File: src/rtl/mux_2_to_1.sv
// mux_2_to_1: two-input selector with registered copy, valid flag and saturating select-change count
module mux_2_to_1 #(
   parameter int WIDTH = 1,
   parameter int CNT_W = 8
) (
   input  logic             i_clk,
   input  logic             i_rst_n,
   input  logic [WIDTH-1:0] i_a,
   input  logic [WIDTH-1:0] i_b,
   input  logic             i_select,
   output logic [WIDTH-1:0] o_y,
   output logic [WIDTH-1:0] o_y_q,
   output logic             o_y_valid,
   output logic [CNT_W-1:0] o_sel_changes
);
   logic [WIDTH-1:0] r_y_q;
   logic             r_valid;
   logic             r_sel_prev;
   logic [CNT_W-1:0] r_cnt;
   logic             w_toggle;
   assign o_y = i_select ? i_b : i_a;
   assign w_toggle = r_valid && (i_select != r_sel_prev) && !(&r_cnt);
   always_ff @(posedge i_clk or negedge i_rst_n)
      if (!i_rst_n) begin
         r_y_q      <= '0;
         r_valid    <= 1'b0;
         r_sel_prev <= 1'b0;
         r_cnt      <= '0;
      end else begin
         r_y_q      <= o_y;
         r_valid    <= 1'b1;
         r_sel_prev <= i_select;
         r_cnt      <= w_toggle ? r_cnt + 1'b1 : r_cnt;
      end
   assign o_y_q         = r_y_q;
   assign o_y_valid     = r_valid;
   assign o_sel_changes = r_cnt;
endmodule

File: config.mk
export PLATFORM = sky130hd
export DESIGN_NAME = mux_2_to_1
export DESIGN_NICKNAME = d
export VERILOG_FILES = /design/src/rtl/mux_2_to_1.sv
export SDC_FILE = /design/constraint.sdc
export NUM_CORES = 1
export LEC_CHECK = 0
export ABC_AREA = 1
export BUFFER_PORTS_ARGS = -buffer_cell sky130_fd_sc_hd__clkbuf_2
export CAP_MARGIN = 20
export CORE_AREA = 3 3 40 42
export DETAILED_ROUTE_END_ITERATION = 6
export DIE_AREA = 0 0 43 45
export PLACE_DENSITY = 0.69
export SLEW_MARGIN = 20
export SYNTH_ARGS = -nofsm -noshare
export SYNTH_HDL_FRONTEND = slang
export SYNTH_SLANG_ARGS = --single-unit
File: constraint.sdc
create_clock -name i_clk -period 1.82 [get_ports i_clk]
set_clock_uncertainty 0.15 [all_clocks]
set_input_delay 0.091 -clock i_clk [delete_from_list [all_inputs] [get_ports i_clk]]
set_output_delay 0.091 -clock i_clk [all_outputs]
set_load 0.01 [all_outputs]
; ---- Word level (Yosys, flattened, before mapping)
; Cells that the tools add are included.
[op_classes]
n_reduce_logical = 4
order_cmp = 0
div_mod_pow = 0
add_sub_neg = 1
bitwise_logic = 0
shifts = 0
multipliers = 0
muxes = 1
n_eq_ne = 1
[ops]
columns = cell, n
row1 = 8-bit by 1-bit adder with 8-bit output (second input constant), 1
row2 = 8-bit AND reduction, 1
row3 = 1-bit logical AND, 2
row4 = 1-bit zero test, 1
row5 = 1-bit 2-to-1 mux, 1
row6 = 1-bit != test, 1
[word_totals]
ff_bits = 11
mem_bits_ro = 0
memories = 0
ram_bits = 0
elab_cells = 11
latchBits = 0
in_bits = 5
output_inout_bits = 11

; ---- Depth between registers and ports, before layout
; Gate-level depths: netlist (run 1).
[logic_depth]
word_depth = 3
mapped_depth = 8
ltp_nobuf = 8

; ---- Worst setup path before layout (run 1)
; OpenSTA, ideal clock, no wires.
[synth_timing]
kind = register to register
start = register r_cnt[0], in the netlist o_sel_changes[0]
end = register r_cnt[4], in the netlist o_sel_changes[4]
path_stages_with_launch = 9
path_slack_ns = 0.424
arrival_ns = 1.129
required_time_ns = 1.554
setup_ns = 0.116
period_less_slack_ns = 1.396
path_buffers = 0
path_cell_list = dfrtp_1 ha_1 nand2_2 nor2_4 nand2_2 nand2_4 inv_4 nand2_1 nand2_1
[synth_between]
elab_chain_cells = 3
word_cells_on_any_way = 4
cone_classes = 1 x add/sub / 3 x reduce/logical
[synth_lines]
columns = element, line_no
row1 = from (decl), 19  ; logic [CNT_W-1:0] r_cnt;
row2 = from (signal assigned), 33  ; r_cnt <= w_toggle ? r_cnt + 1'b1 : r_cnt;
row3 = branches (longest 3 deep; another with 8-bit by 1-bit adder with 8-bit output), n/a
; Several ways; the timed one is not identified.
; A chain may end at the register's enable or synchronous reset.

; ---- Worst setup path after layout (run 1)
[layout_timing]
start = input port i_select
end = register r_y_q, in the netlist o_y_q
[layout_between]
elab_chain_cells = 1
[layout_lines]
columns = element, line_no
row1 = from (decl), 10  ; input logic i_select,
row2 = 1-bit 2-to-1 mux, 21  ; assign o_y = i_select ? i_b : i_a;
row3 = to (signal assigned), 30  ; r_y_q <= o_y;
row4 = to (decl), 16  ; logic [WIDTH-1:0] r_y_q;
; No other way between the ends.

==> results by group, run 1 <==
Run status
  • Status: finished, final reports clean

Yosys
  • Register bit total from synthesis: 11
  • Largest family of logic cells by synthesized area: simple AND/OR/NAND/NOR gates
  • Unique masters post-synth: 16
  • Post-Synth Simple-Gate Area: a little under two fifths
  • Yosys warns: 0
  • Synth Area in XOR/XNOR: under 10%
  • Adder-cell share of the synthesized area: approximately 2.1%
  • Post-Synthesis Cells: 76
  • Syn_nets: slightly above 80
  • Post-synthesis sequential area ratio: between 40% and 50%
  • Compound-gate portion of the synthesized area: 1.717%
  • Syn_area_per_cell: roughly 7.7 um2
  • Mux cell area share after synthesis: 1.931%
  • Synthesized area: between 500 and 600 um2

Timing
  • Setup violators final: 0
  • Min Tclk post-route: ~1.6 ns
  • Ratio of final minimum period to clock period: around nine tenths
  • Count of final hold-check violations: 0
  • Max Fclk: roughly 610 MHz
  • RSZ-0062 raised after global routing: no
  • Pins Over Slew Limit: 0
  • Final TNS setup: 0 ns
  • Hold Slack: around 0.074 ns

Detailed routing
  • Drt via density: around 4.6
  • Remaining antenna violation count: 0
  • Final Routed Wirelength: about 1.1 mm
  • Number of remaining DRC errors: 0
  • DR iter-0 viols: 4
  • Per-cell routed wire length: roughly 10 um
  • Vias: approximately 520
  • Drt pass-1 iters: 4

Setup path
  • WP data arrival: about 1.7 ns
  • CP Max Fanout: 4
  • WS Path Type: input port to flop
  • R2R Path End: o_sel_changes[4]
  • Reg2reg path depth: 8
  • Data required, critical path: 1.82 ns
  • Critical Path End Type: flop
  • Worst Setup EP: o_y_q
  • Critical Path Start: i_select
  • Critical Path Source Type: input port
  • RR Startpoint: o_sel_changes[1]
  • Flop-to-flop setup slack: between 0.3 and 0.4 ns

CTS
  • Worst-skew pair later-pin latency: between 0.2 and 0.3 ns
  • CTS tree: built
  • Inserted Clock Buffers: 3
  • H-tree levels: 1
  • Clock root buffer: clkbuf_4
  • CTS Buffer Depth: 2
  • CTS Sinks: 11
  • Post-CTS sizing: 0
  • Clock-pin slew on the worst setup and hold paths: roughly 0.060 ns

Placement
  • DP HPWL: between 800 and 900 um
  • Gpl congestion: 0.8916
  • IO Port Bufs: 15

Layout
  • Area Overhead vs Synth: 27.47%
  • Most frequent cells in the layout: nand2_1, clkbuf_2, dfrtp_1, nor2_1, inv_1
  • Most common cell after layout, fill and taps aside: nand2_1
  • Layout net count: around 110
  • ANT cells: 0
  • Post-Route Utilization: slightly below 60%
  • Layout cells sized above 1: 25.25%

Power and ir drop
  • Pwr per Cell Area: just over 1000 mW/mm2
  • Overall power: around 0.76 mW
  • Leakage: 0.3845 nW
  • Peak VDD IR: around 700 uV

Flow run
  • Max Cap Viol: 0

Hold path
  • Hold Path Class: input port to async pin

Global routing
  • Pin count of the biggest net entering global routing: 12
  • Initial antenna violation count: 0
  • Vias in the first global route: between 400 and 500
  • Total track usage: between 10% and 20%
  • Grt ovf: 0
  • First-pass GRT wire length: between 1.5 and 2 mm

Die
  • # IOs: 16
  • Die X: roughly 43 um
  • Initial Util: about 45%
  • Core footprint: 0.001285 mm2
  • Full die area: 0.001935 mm2
  • Row Count: 13
  • Overall die height: 45 um
==> flip-flops by register name (all words and copies together), names as in the netlist <==
signal,cells
o_y_q,1
o_sel_changes,8
r_sel_prev,1
o_y_valid,1
==> per-layer routing <==
layer	global-route usage, %	up-vias	wire, um
met4	9.036	0	21
met2	23.05	9	562
met5	0	-	0
met3	2.789	2	50
li1	-	277	-
met1	15.37	231	489
==> stage by stage <==
step	cell area, um2	worst slack, ns	cells
floorplan	583.1	0.4242	76
global placement	676.9	0.4100	106
detailed placement	676.9	0.3768	106
CTS	743.2	0.1898	114
global route	743.2	0.1530	114
finish	743.2	0.1705	114
==> worst max-delay path: stages <==
cell	delay (ns)
dlygate4sd3_1	0.52
clkbuf_2	0.13
mux2_2	0.34
dlygate4sd3_1	0.56
==> timing repair <==
action / in CTS / in global routing
endpoints found under the hold margin: 13 / 0
endpoints found under the setup margin: 0 / 0
buffers inserted: 0 / 0
hold buffers: 4 / 0
==> how the worst min path moves through the flow <==
stage / start / endpoint / slack (ns) / depth (start not counted)
floorplan: i_rst_n / o_sel_changes[0] / -0.35 / 0
finish: i_rst_n / o_sel_changes[6] / 0.07 / 2
global route: i_rst_n / o_sel_changes[6] / 0.09 / 2
detailed placement: i_rst_n / o_sel_changes[6] / -0.17 / 1
global placement: i_rst_n / o_sel_changes[6] / -0.17 / 1
CTS: i_rst_n / o_sel_changes[6] / 0.08 / 2
==> cell usage after synthesis <==
cell / n / share of area (%)
xor2_1: 2 / 3.0
mux2_2: 1 / 1.9
inv_1: 6 / 3.9
inv_4: 1 / 1.1
o21ai_0: 2 / 1.7
nand3_1: 4 / 3.4
nand2_4: 1 / 1.9
nand2_2: 2 / 2.1
xnor2_1: 1 / 1.5
dfrtp_1: 11 / 47
nor2_2: 1 / 1.1
nor2_1: 7 / 4.5
nand2_1: 34 / 22
ha_1: 1 / 2.1
conb_1: 1 / 0.64
nor2_4: 1 / 1.9
==> area by class of cell <==
class / count / area, um2
clock buffers: 4 / 26.28
fillers: 130 / 541.8
flip-flops and latches: 11 / 275.3
inverters: 7 / 28.78
well taps: 15 / 18.77
repair buffers: 19 / 115.1
multi-input cells: 58 / 279.0
==> power breakdown <==
part | switching, mW | internal, mW | leakage [nW]
combinational | 0.131 | 0.103 | 0.234
clock | 0.0763 | 0.0849 | 0.0150
sequential | 0.0747 | 0.295 | 0.136
total | 0.282 | 0.482 | 0.385
==> cell families after synthesis <==
| kind of cell | after synthesis |
|---|---|
| other | 1 |
| xor gates and xnor gates | 3 |
| muxes | 1 |
| and+or+nand+nor | 50 |
| DFF | 11 |
| AOI/OAI and AO/OA | 2 |
| adders and majority gates | 1 |
| buffers and inverters | 7 |
Note: power is estimated with default switching activity, not from simulation.
==> run 2, diff against run 1 <==
==> constraint.sdc (replaced) <==
create_clock -name i_clk -period 1.82 [get_ports i_clk]
set_clock_uncertainty 0.15 [all_clocks]
set_input_delay 0.182 -clock i_clk [delete_from_list [all_inputs] [get_ports i_clk]]
set_output_delay 0.182 -clock i_clk [all_outputs]
set_load 0.01 [all_outputs]
==> run 2 against run 1 <==
  * Global-route usage fell by 0.36 points
  * Via count shrank 1.7%
  * Routed wire length is 2.1% lower
  * Sequential cell count did not move
  * Cell area is 2.7% lower
  * Largest cell class unchanged
==> results by group, run 2 (synthesis results as in run 1) <==
Timing
  • RSZ-0062 raised after global routing: no
  • Setup violators final: 0 (unchanged)
  • Pins Over Slew Limit: 0 (unchanged)
  • Final TNS setup: 0 ns (unchanged)
  • Count of final hold-check violations: 0 (unchanged)
  • Ratio of final minimum period to clock period: 90.13% (-0.51 points)
  • Max Fclk: 609.6 MHz (+0.56%)
  • Hold Slack: 0.01389 ns (-0.06059 ns)
  • Min Tclk post-route: 1.640 ns (-0.009220 ns)

Layout
  • Layout net count: 104 (-1.9%)
  • Layout fillers: 134 (+3.1%)
  • Layout cells sized above 1: 25.77% (+0.52 points)
  • Most common cell after layout, fill and taps aside: nand2_1
  • Most frequent cells in the layout: nand2_1, clkbuf_2, dfrtp_1, nor2_1, inv_1
  • Non-filler instance count after layout: 112 (-1.8%)
  • Area Overhead vs Synth: 24.03%
  • ANT cells: 0 (unchanged)
  • Post-Route Utilization: 56.28% (-1.6 points)
  • Max FFs per register: 8 (unchanged)

Die
  • Full die area: 0.001935 mm2 (unchanged)
  • Core footprint: 0.001285 mm2 (unchanged)
  • Row Count: 13 (unchanged)
  • Overall die height: 45 um (unchanged)
  • Initial Util: 45.37% (unchanged)
  • # IOs: 16 (unchanged)
  • Die X: 43 um (unchanged)

Detailed routing
  • Per-cell routed wire length: 9.821 um (-0.39%)
  • DR iter-0 viols: 2 (-2)
  • Drt via density: 4.554 (about the same)
  • Drt pass-1 iters: 4 (unchanged)
  • Final Routed Wirelength: 1.100 mm (-2.1%)
  • Number of remaining DRC errors: 0 (unchanged)
  • Remaining antenna violation count: 0 (unchanged)
  • Vias: 510 (-1.7%)

Setup path
  • Reg2reg path depth: 8 (unchanged)
  • WS Path Type: input port to primary output
  • Critical Path Source Type: input port
  • Critical Path End Type: primary output
  • Data required, critical path: 1.49 ns (-0.33 ns)
  • CP Max Fanout: 4 (unchanged)
  • WP data arrival: 1.31 ns (-0.34 ns)

Run status
  • Status: finished, final reports clean

Placement
  • IO Port Bufs: 15 (unchanged)
  • Placed cells: 106 (unchanged)
  • Gpl congestion: 0.8916 (unchanged)
  • DP HPWL: 844.4 um (unchanged)

Power and ir drop
  • Overall power: 0.7595 mW (-0.56%)
  • Switching part of the total power: 37.03% (+0.14 points)
  • Leakage: 0.3762 nW (-2.2%)
  • Flop pwr share: 48.5% (about the same)
  • NetSw: 0.2812 mW (-0.19%)
  • Pwr per Cell Area: 1050 mW/mm2 (+2.2%)
  • Comb pwr share: 30.1% (-0.4 points)
  • Peak VDD IR: 686.1 uV (-0.39%)
  • Pint: 0.4783 mW (-0.77%)
  • Clock power share: 21.4% (+0.3 points)

Global routing
  • Total track usage: 13.16% (-0.36 points)
  • Initial antenna violation count: 0 (unchanged)
  • Grt ovf: 0 (unchanged)
  • First-pass GRT wire length: 1.883 mm (-2.5%)
  • Vias in the first global route: 482 (-2.6%)
  • Pin count of the biggest net entering global routing: 12 (unchanged)

CTS
  • Post-CTS setup buffers: 0 (unchanged)
  • CTS Sinks: 11 (unchanged)
  • H-tree levels: 1 (unchanged)
  • CTS tree: built
  • CTS Buffer Depth: 2 (unchanged)
  • Inserted Clock Buffers: 3 (unchanged)
  • Clock root buffer: clkbuf_4
  • Clock-pin slew on the worst setup and hold paths: 0.07 ns (about the same)
  • Worst-skew pair later-pin latency: 0.27 ns (about the same)
  • Post-CTS sizing: 0 (unchanged)

Hold path
  • Hold Path Class: input port to flop
  • Hold path depth: 2

Flow run
  • Max Cap Viol: 0 (unchanged)
## run 2: cell types whose count changed in the layout (fill, tap and decap cells not counted)
| cell | delta |
|---|---|
| dlygate4sd3_1 | -2 |
## run 2: power by group through the flow
stage          logic (mW)  clock network (mW)  registers (mW)
4_1_cts             0.233               0.173           0.368
5_1_grt             0.259               0.187           0.381
6_report            0.229               0.162           0.368
3_3_place_gp        0.233                   0           0.372
3_5_place_dp        0.228                   0           0.374
2_1_floorplan       0.124                   0           0.383
## run 2: path summary, 6_finish.rpt
kind	startpoint	endpoint	slack [ns]
max	i_select	o_y	0.18
min	i_b	o_y_q	0.01
max reg2reg	o_sel_changes[1]	o_sel_changes[4]	0.38
min reg2reg	o_sel_changes[1]	o_sel_changes[1]	0.42
max in group asynchronous	i_rst_n	o_sel_changes[2]	1.14
min in group asynchronous	i_rst_n	o_sel_changes[6]	0.16
## run 2: worst max-delay path, cell delays in order
cell	delay, ns
dlygate4sd3_1	0.52
clkbuf_2	0.13
mux2_2	0.34
clkbuf_2	0.13
## run 2: layer usage
layer	wire [um]	part of all wire, %	global-route usage [%]
met5	0	0	0
met2	549	50	22.16
met3	52	4.7	2.789
met4	21	1.9	9.036
met1	475	43	15.04
## run 2: what timing repair did
item                                   CTS  global route
hold buffers                             2             0
endpoints found under the hold margin   12             0
setup endpoints to repair                0             0
## run 2: through the flow
stage	cell area (um2)	worst slack [ns]
global route	723.2	0.1462
floorplan	583.1	0.4242
finish	723.2	0.1797
CTS	723.2	0.1732
global placement	676.9	0.4100
detailed placement	676.9	0.3768
## run 2: area by class of cell
class	count	area, um2	area share (%)
Clock buffer	4	26.28	3.633
Timing Repair Buffer	17	95.09	13.15
Sequential cell	11	275.3	38.06
Inverter	7	28.78	3.979
Multi-Input combinational cell	58	279.0	38.58
Tap cell	15	18.77	2.595
